--- config.mk ---
export PLATFORM = sky130hd
export DESIGN_NAME = pipeline_hazard_controller
export DESIGN_NICKNAME = d
export VERILOG_FILES = /design/src/rtl/pipeline_hazard_controller.sv
export SDC_FILE = /design/constraint.sdc
export NUM_CORES = 1
export LEC_CHECK = 0
export CAP_MARGIN = 20
export CELL_PAD_IN_SITES_DETAIL_PLACEMENT = 0
export CELL_PAD_IN_SITES_GLOBAL_PLACEMENT = 1
export CORE_MARGIN = 5
export CORE_UTILIZATION = 29
export DETAILED_ROUTE_END_ITERATION = 16
export HOLD_SLACK_MARGIN = 0.08
export MAX_ROUTING_LAYER = met4
export PLACE_DENSITY = 0.72
export SETUP_SLACK_MARGIN = 0.05
export SLEW_MARGIN = 20
export SYNTH_ARGS = -nofsm -noshare
export SYNTH_HDL_FRONTEND = slang
export SYNTH_SLANG_ARGS = --single-unit
--- constraint.sdc ---
create_clock -name clk -period 1.34 [get_ports clk]
set_input_delay 0.268 -clock clk [delete_from_list [all_inputs] [get_ports clk]]
set_output_delay 0.268 -clock clk [all_outputs]
set_load 0.05 [all_outputs]
--- src/rtl/pipeline_hazard_controller.sv ---
// rtl/pipeline_hazard_controller.sv - pipeline hazard sequencer for the 5-stage SimpleRISC pipe
//
// Merges taken-branch flush, load-use stall, memory wait and halt into the
// PC write enable plus the four pipeline-latch enable/bubble controls.
//
// Optional build macro: PIPE_CTRL_STATS_EN adds saturating statistics counters.
//
// Ports:
//   clk, reset (sync, active-high)
//   is_branch_taken, load_use_hazard, mem_busy, halt_req : hazard events
//   pc_en, if_of_en, of_ex_en, ex_ma_en, ma_rw_en        : latch enables
//   flush        : squash IF/OF and OF/EX
//   of_ex_bubble : load NOP into OF/EX
//   halted       : controller in HALT
//   flush_cycles, stall_cycles, wait_cycles              : stats (macro only)
module pipeline_hazard_controller #(
  parameter int FLUSH_CYCLES = 3
`ifdef PIPE_CTRL_STATS_EN
  , parameter int CNT_W = 16
`endif
) (
  input  logic clk,
  input  logic reset,
  input  logic is_branch_taken,
  input  logic load_use_hazard,
  input  logic mem_busy,
  input  logic halt_req,
  output logic pc_en,
  output logic if_of_en,
  output logic of_ex_en,
  output logic ex_ma_en,
  output logic ma_rw_en,
  output logic flush,
  output logic of_ex_bubble,
  output logic halted
`ifdef PIPE_CTRL_STATS_EN
  , output logic [CNT_W-1:0] flush_cycles
  , output logic [CNT_W-1:0] stall_cycles
  , output logic [CNT_W-1:0] wait_cycles
`endif
);

  typedef enum logic [1:0] {
    RUN      = 2'd0,
    FLUSH    = 2'd1,
    MEM_WAIT = 2'd2,
    HALT     = 2'd3
  } state_t;

  localparam logic [2:0] FCNT_LOAD = 3'(FLUSH_CYCLES - 1);

  state_t     state, next_state;
  logic [2:0] fcnt, next_fcnt;
  logic       resume_flush, next_resume_flush;  // 1: MEM_WAIT returns to FLUSH

  // State register
  always_ff @(posedge clk) begin
    if (reset) begin
      state        <= RUN;
      fcnt         <= 3'd0;
      resume_flush <= 1'b0;
    end else begin
      state        <= next_state;
      fcnt         <= next_fcnt;
      resume_flush <= next_resume_flush;
    end
  end

  // Next-state logic
  always_comb begin
    next_state        = state;
    next_fcnt         = fcnt;
    next_resume_flush = resume_flush;
    case (state)
      RUN: begin
        if (halt_req) begin
          next_state = HALT;
        end else if (mem_busy) begin
          // A branch/hazard in this cycle is frozen in EX and re-presents later.
          next_state        = MEM_WAIT;
          next_resume_flush = 1'b0;
        end else if (is_branch_taken) begin
          if (FLUSH_CYCLES > 1) begin
            next_state = FLUSH;
            next_fcnt  = FCNT_LOAD;
          end
        end
      end
      FLUSH: begin
        if (halt_req) begin
          next_state = HALT;
        end else if (mem_busy) begin
          next_state        = MEM_WAIT;
          next_resume_flush = 1'b1;
        end else begin
          next_fcnt = fcnt - 3'd1;
          if (fcnt == 3'd1) next_state = RUN;
        end
      end
      MEM_WAIT: begin
        if (!mem_busy) next_state = resume_flush ? FLUSH : RUN;
      end
      HALT: begin
        next_state = HALT;
      end
      default: begin
        next_state = RUN;
      end
    endcase
  end

  // Output logic
  logic en_all;
  logic stall;

  always_comb begin
    en_all = 1'b1;
    stall  = 1'b0;
    flush  = 1'b0;
    halted = 1'b0;
    case (state)
      RUN: begin
        if (halt_req || mem_busy) begin
          en_all = 1'b0;
        end else if (is_branch_taken) begin
          flush = 1'b1;  // load-use is moot: that instruction is squashed
        end else if (load_use_hazard) begin
          stall = 1'b1;
        end
      end
      FLUSH: begin
        if (halt_req || mem_busy) en_all = 1'b0;
        else                      flush  = 1'b1;
      end
      MEM_WAIT: begin
        en_all = 1'b0;
      end
      HALT: begin
        en_all = 1'b0;
        halted = 1'b1;
      end
      default: begin
        en_all = 1'b0;
      end
    endcase
  end

  assign pc_en        = en_all & ~stall;
  assign if_of_en     = en_all & ~stall;
  assign of_ex_en     = en_all;
  assign ex_ma_en     = en_all;
  assign ma_rw_en     = en_all;
  assign of_ex_bubble = stall;

`ifdef PIPE_CTRL_STATS_EN
  always_ff @(posedge clk) begin
    if (reset) begin
      flush_cycles <= '0;
      stall_cycles <= '0;
      wait_cycles  <= '0;
    end else if (state != HALT) begin
      if (flush && !(&flush_cycles))               flush_cycles <= flush_cycles + 1'b1;
      if (of_ex_bubble && !(&stall_cycles))        stall_cycles <= stall_cycles + 1'b1;
      if ((state == MEM_WAIT) && !(&wait_cycles))  wait_cycles  <= wait_cycles + 1'b1;
    end
  end
`endif

endmodule

; Word level (Yosys, flattened, before mapping)
; Cells that the tools add are included.
[op_classes]
n_addsub = 1
n_eq_ne = 14
mux = 30
n_bitwise = 2
n_reduce_logical = 8
[ops]
columns = op, n
row1 = 2-bit != test (second input constant), 8
row2 = 3-bit two-way mux, 5
row3 = 2-bit two-way mux, 7
row4 = 1-bit two-way mux, 13
row5 = 4-bit != test (second input constant), 2
row6 = 2-bit one-hot mux with 4 select lines, 1
row7 = 1-bit one-hot mux with 2 select lines, 3
row8 = 3-bit one-hot mux with 2 select lines, 1
row9 = 6-bit AND reduction, 1
row10 = 5-bit AND reduction, 1
row11 = 2-bit == test (second input constant), 2
row12 = 2-bit OR reduction, 2
row13 = 3-bit by 1-bit == test with 1-bit output (second input constant), 1
row14 = 3-bit AND reduction, 1
row15 = 3-bit by 1-bit subtractor with 3-bit output (second input constant), 1
row16 = 2-bit by 1-bit == test with 1-bit output (second input constant), 1
row17 = 2-bit logical NOT, 1
row18 = 2-bit nonzero test, 1
row19 = 1-bit AND, 1
row20 = 1-bit logical OR, 1
row21 = 1-bit inverter, 1
[totals]
reg_bits = 6
in_bits = 6
out_inout_bits = 8
wordCells = 58

; Depth between registers and ports, before layout
[depth]
word_depth = 6
ltp_mapped = 5
depth_no_buf = 5

; Least setup slack after synthesis
; Ideal clock, no wire load.
[synth_timing]
path_type = flip-flop to output port
from = reg state[1]
to = out pc_en
arrival_time_ps = 1908
required_ps = 1072
setup_slack_ps = -836
path_stages_with_launch = 4
path_buffers = 1
path_cell_list = dfxtp_1 > or3_4 > a21oi_1 > buf_4
[synth_via]
elab_chain_cells = 4
word_cells_on_any_way = 10
cone_classes = eq/ne: 3 / mux: 2 / bitwise: 2 / reduce/logical: 3
[synth_rtl]
columns = item, line_no
row1 = from (decl), 52  ; state_t state, next_state;
row2 = from (signal assigned), 63  ; state <= next_state;
row3 = 2-bit == test (tied with other cells), 121  ; case (state)
row4 = 2-bit OR reduction (no line) / 1-bit two-way mux (equally long branches), n/a
row5 = 1-bit one-hot mux with 2 select lines / 1-bit inverter (equally long branches), n/a
row6 = 1-bit AND (*), n/a
row7 = to (decl), 28  ; output logic pc_en,
; Every way passes the cells marked *; elsewhere a longest branch is shown, timed or not.

; Worst setup path in the final report
[layout_timing]
from = reg state[1]
to = out of_ex_bubble
[layout_via]
elab_chain_cells = 2
[layout_rtl]
columns = item, line_no
row1 = 2-bit logical NOT, 121
row2 = 1-bit two-way mux, 121
row3 = to (decl), 34  ; output logic of_ex_bubble,
; Every way passes these cells.

==> flow_summary.toml <==
[power_and_ir_drop]
leakage_uw = 0.000291
powerDensity_mw_per_mm2 = 883
ir_worst_vdd_mv = 0.582

[setup_path]
worstReg2RegStart = "state[1]"
criticalPathCategory = "register to output pin"
slowest_stage = "or3_4"
path_max_fanout = 5
critPathArrivalTime_ns = 1.33
path_cells = "or3_4 -> clkinv_4 -> and3_4 -> buf_12"
cp-startpoint = "state[1]"
r2r_slack_ns = 0.12
startpoint_type = "register"
end_kind = "output pin"
crit_family = "simple AND/OR/NAND/NOR gates"
critPathMaxStageDelay_ns = 0.39
reg2regPathDepth = 5
critPathBufInv = 2
r2r_end = "fcnt[2]"
required_ns = 1.07

[cts]
cts-root-buf = "clkbuf_4"
cts_buffers = 3
h-tree-depth = 1
hold_buffers = 0
clkLatencyLatePin_ns = 0.24
cts.sinks = 6
cts_tree = "yes"
clk_path_buf_depth = 2
clk_pin_slew_worst_paths_ns = 0.05

[sta]
fmaxAchievable_mhz = 625
setup_slack_ns = -0.260
finalSetupViolCount = 7
holdWs_ns = 0.466
slew_violations = 0
fin_skew_ns = 0.00186
rsz0062_at_grt = "yes"
post-route-period-util_pct = 119
maxSlewHeadroom_pct = 79.4
hold_violations = 0
tightestPinTransition_ns = 0.307
fin_crit_ns = 1.60

[worst_hold_path]
hp-class = "register to register"
holdPathStages = 1
worstHoldStart = "fcnt[1]"
min_to = "fcnt[1]"

[final_layout]
n_antenna_cell = 0
drive_gt1_share_pct = 47.1
syn_to_final_growth_pct = 83.3
finalNetCount = 78
final_area_um2 = 713

[detailed_routing]
dr.pass1.iters = 4
postRouteAntennaNets = 0
drt-met1-wl_um = 418
drt-initial-drc-count = 5
wl_per_cell_um = 11.2
vias = 396
drt-total-wl_um = 926
vias_per_cell = 4.77
top_layer_used = "met4"
wl_met3_um = 58
wl_met2_um = 436
drc_errors = 0

[global_route]
grt_pass1_wl_um = 1350
grt_pass1_vias = 343
grt_usage_pct = 9.48
antenna_found_initial = 0
grt_overflow = 0
grt_max_degree = 10

[placement]
io_buffers = 13
post-dp-hpwl_um = 719
placed_cell_area_um2 = 666
place.gp.congestion = 0.722

[floorplanning]
design.core.area_mm2 = 0.00128
num_rows = 13
die_width_um = 46.6
start_util_pct = 30.3
die_y_um = 46.6
io_pins = 14
dieArea_mm2 = 0.00217

[synth]
synth.cell_area_um2 = 389
syn_avg_cell_area_um2 = 8.11
ys_seq_area_share_pct = 30.9
syn_inst = 48
yosys_warnings = 0
synth-seq-cells = 6
ys_types = 26
synth_nets = 56

[status]
violations = "setup timing"
status = "finished with violations"

[flow_run]
drv_cap = 0
worst max-delay path by stage:
stage                        end  slack, ns  cells past startpoint
floorplan                  pc_en      -0.19                      3
global placement    of_ex_bubble      -0.45                      5
global route        of_ex_bubble      -0.31                      4
detailed placement  of_ex_bubble      -0.46                      5
CTS                 of_ex_bubble      -0.32                      4
finish              of_ex_bubble      -0.26                      4
Yosys cell counts:
master,instances,area (um2)
a21oi_1,4,20.0
or2_2,1,6.26
or3_4,1,11.3
nor2_1,5,18.8
nand3b_1,1,7.51
and3_1,1,6.26
buf_1,1,3.75
o32ai_1,2,17.5
o21ai_1,1,5.00
nand4b_1,1,8.76
nand2_1,1,3.75
o31ai_1,1,7.51
nand2b_1,2,12.5
ha_1,2,25.0
a41oi_1,1,8.76
a31oi_1,1,6.26
nor3b_1,1,7.51
o21a_1,1,7.51
buf_4,4,30.0
inv_1,5,18.8
nand3_1,1,5.00
dfxtp_1,6,120
nor2_2,1,6.26
clkinv_4,1,8.76
nor2b_1,1,6.26
mux2i_1,1,10.0
placed cells by master (no fill, tap or decap), types with 2 or more instances in the layout:
cell type,instances
ha_1,2
o32ai_1,2
clkbuf_4,3
a21oi_1,3
dfxtp_1,4
buf_12,8
inv_1,4
dfxtp_2,2
clkdlybuf4s50_1,3
buf_4,8
nor2_1,4
nand2b_1,2
cells by family (layout without fill, tap and decap cells):
logic type	Yosys count	after routing	share of synthesized area (%)
simple gates	17	17	25.7
compound gates	11	11	18.7
buf+inv	11	31	15.8
flops	6	6	30.9
fa+ha+maj	2	2	6.43
mux	1	1	2.57
state kept, by name, indices dropped and copies added (netlist names):
| name | count |
|---|---|
| fcnt | 3 |
| resume_flush | 1 |
| state | 2 |
stage by stage:
step / power, uW / utilization (%) / instances / worst slack (ns) / setup TNS [ns]
after detailed placement: 449 / 51.8 / 80 / -0.459 / -4.30
after global placement: 447 / 51.8 / 80 / -0.450 / -4.15
after global routing: 663 / 55.5 / 83 / -0.313 / -1.98
final: 630 / 55.5 / 83 / -0.260 / -1.60
after CTS: 623 / 54.0 / 83 / -0.317 / -2.03
after floorplan: 341 / - / 48 / -0.191 / -0.598
power breakdown:
part           leakage [uW]  switching, uW  internal [uW]
clock             0.0000138           68.7            102
combinational      0.000228            129            126
sequential        0.0000496           9.40            195
total              0.000291            207            422
layer usage:
metal	vias up	GRT usage, %
met5	-	-
met1	181	10.6
met3	2	3.91
met2	11	13.5
met4	0	6.63
li1	202	-
worst reg2reg max path, stage by stage, from the launching register on:
cell and delay (ns):
dfxtp_2 0.31, or3_4 0.39, clkinv_4 0.07, buf_4 0.12
nand4b_1 0.10, a31oi_1 0.16
cell type report:
type / instances / area, um2
tap: 15 / 18.8
multi-input combinational: 31 / 241
clock buffer: 3 / 22.5
inverter: 6 / 27.5
sequential: 6 / 123
timing repair buffer: 22 / 280
fill: 121 / 572
what timing repair did:
item	in CTS	in global routing
buffers inserted	0	1
pin swaps	2	3
gates resized for setup	4	7
endpoints found under the setup margin	11	11
hold endpoints to repair	0	0
No activity file was read; power rests on OpenSTA's default activity.
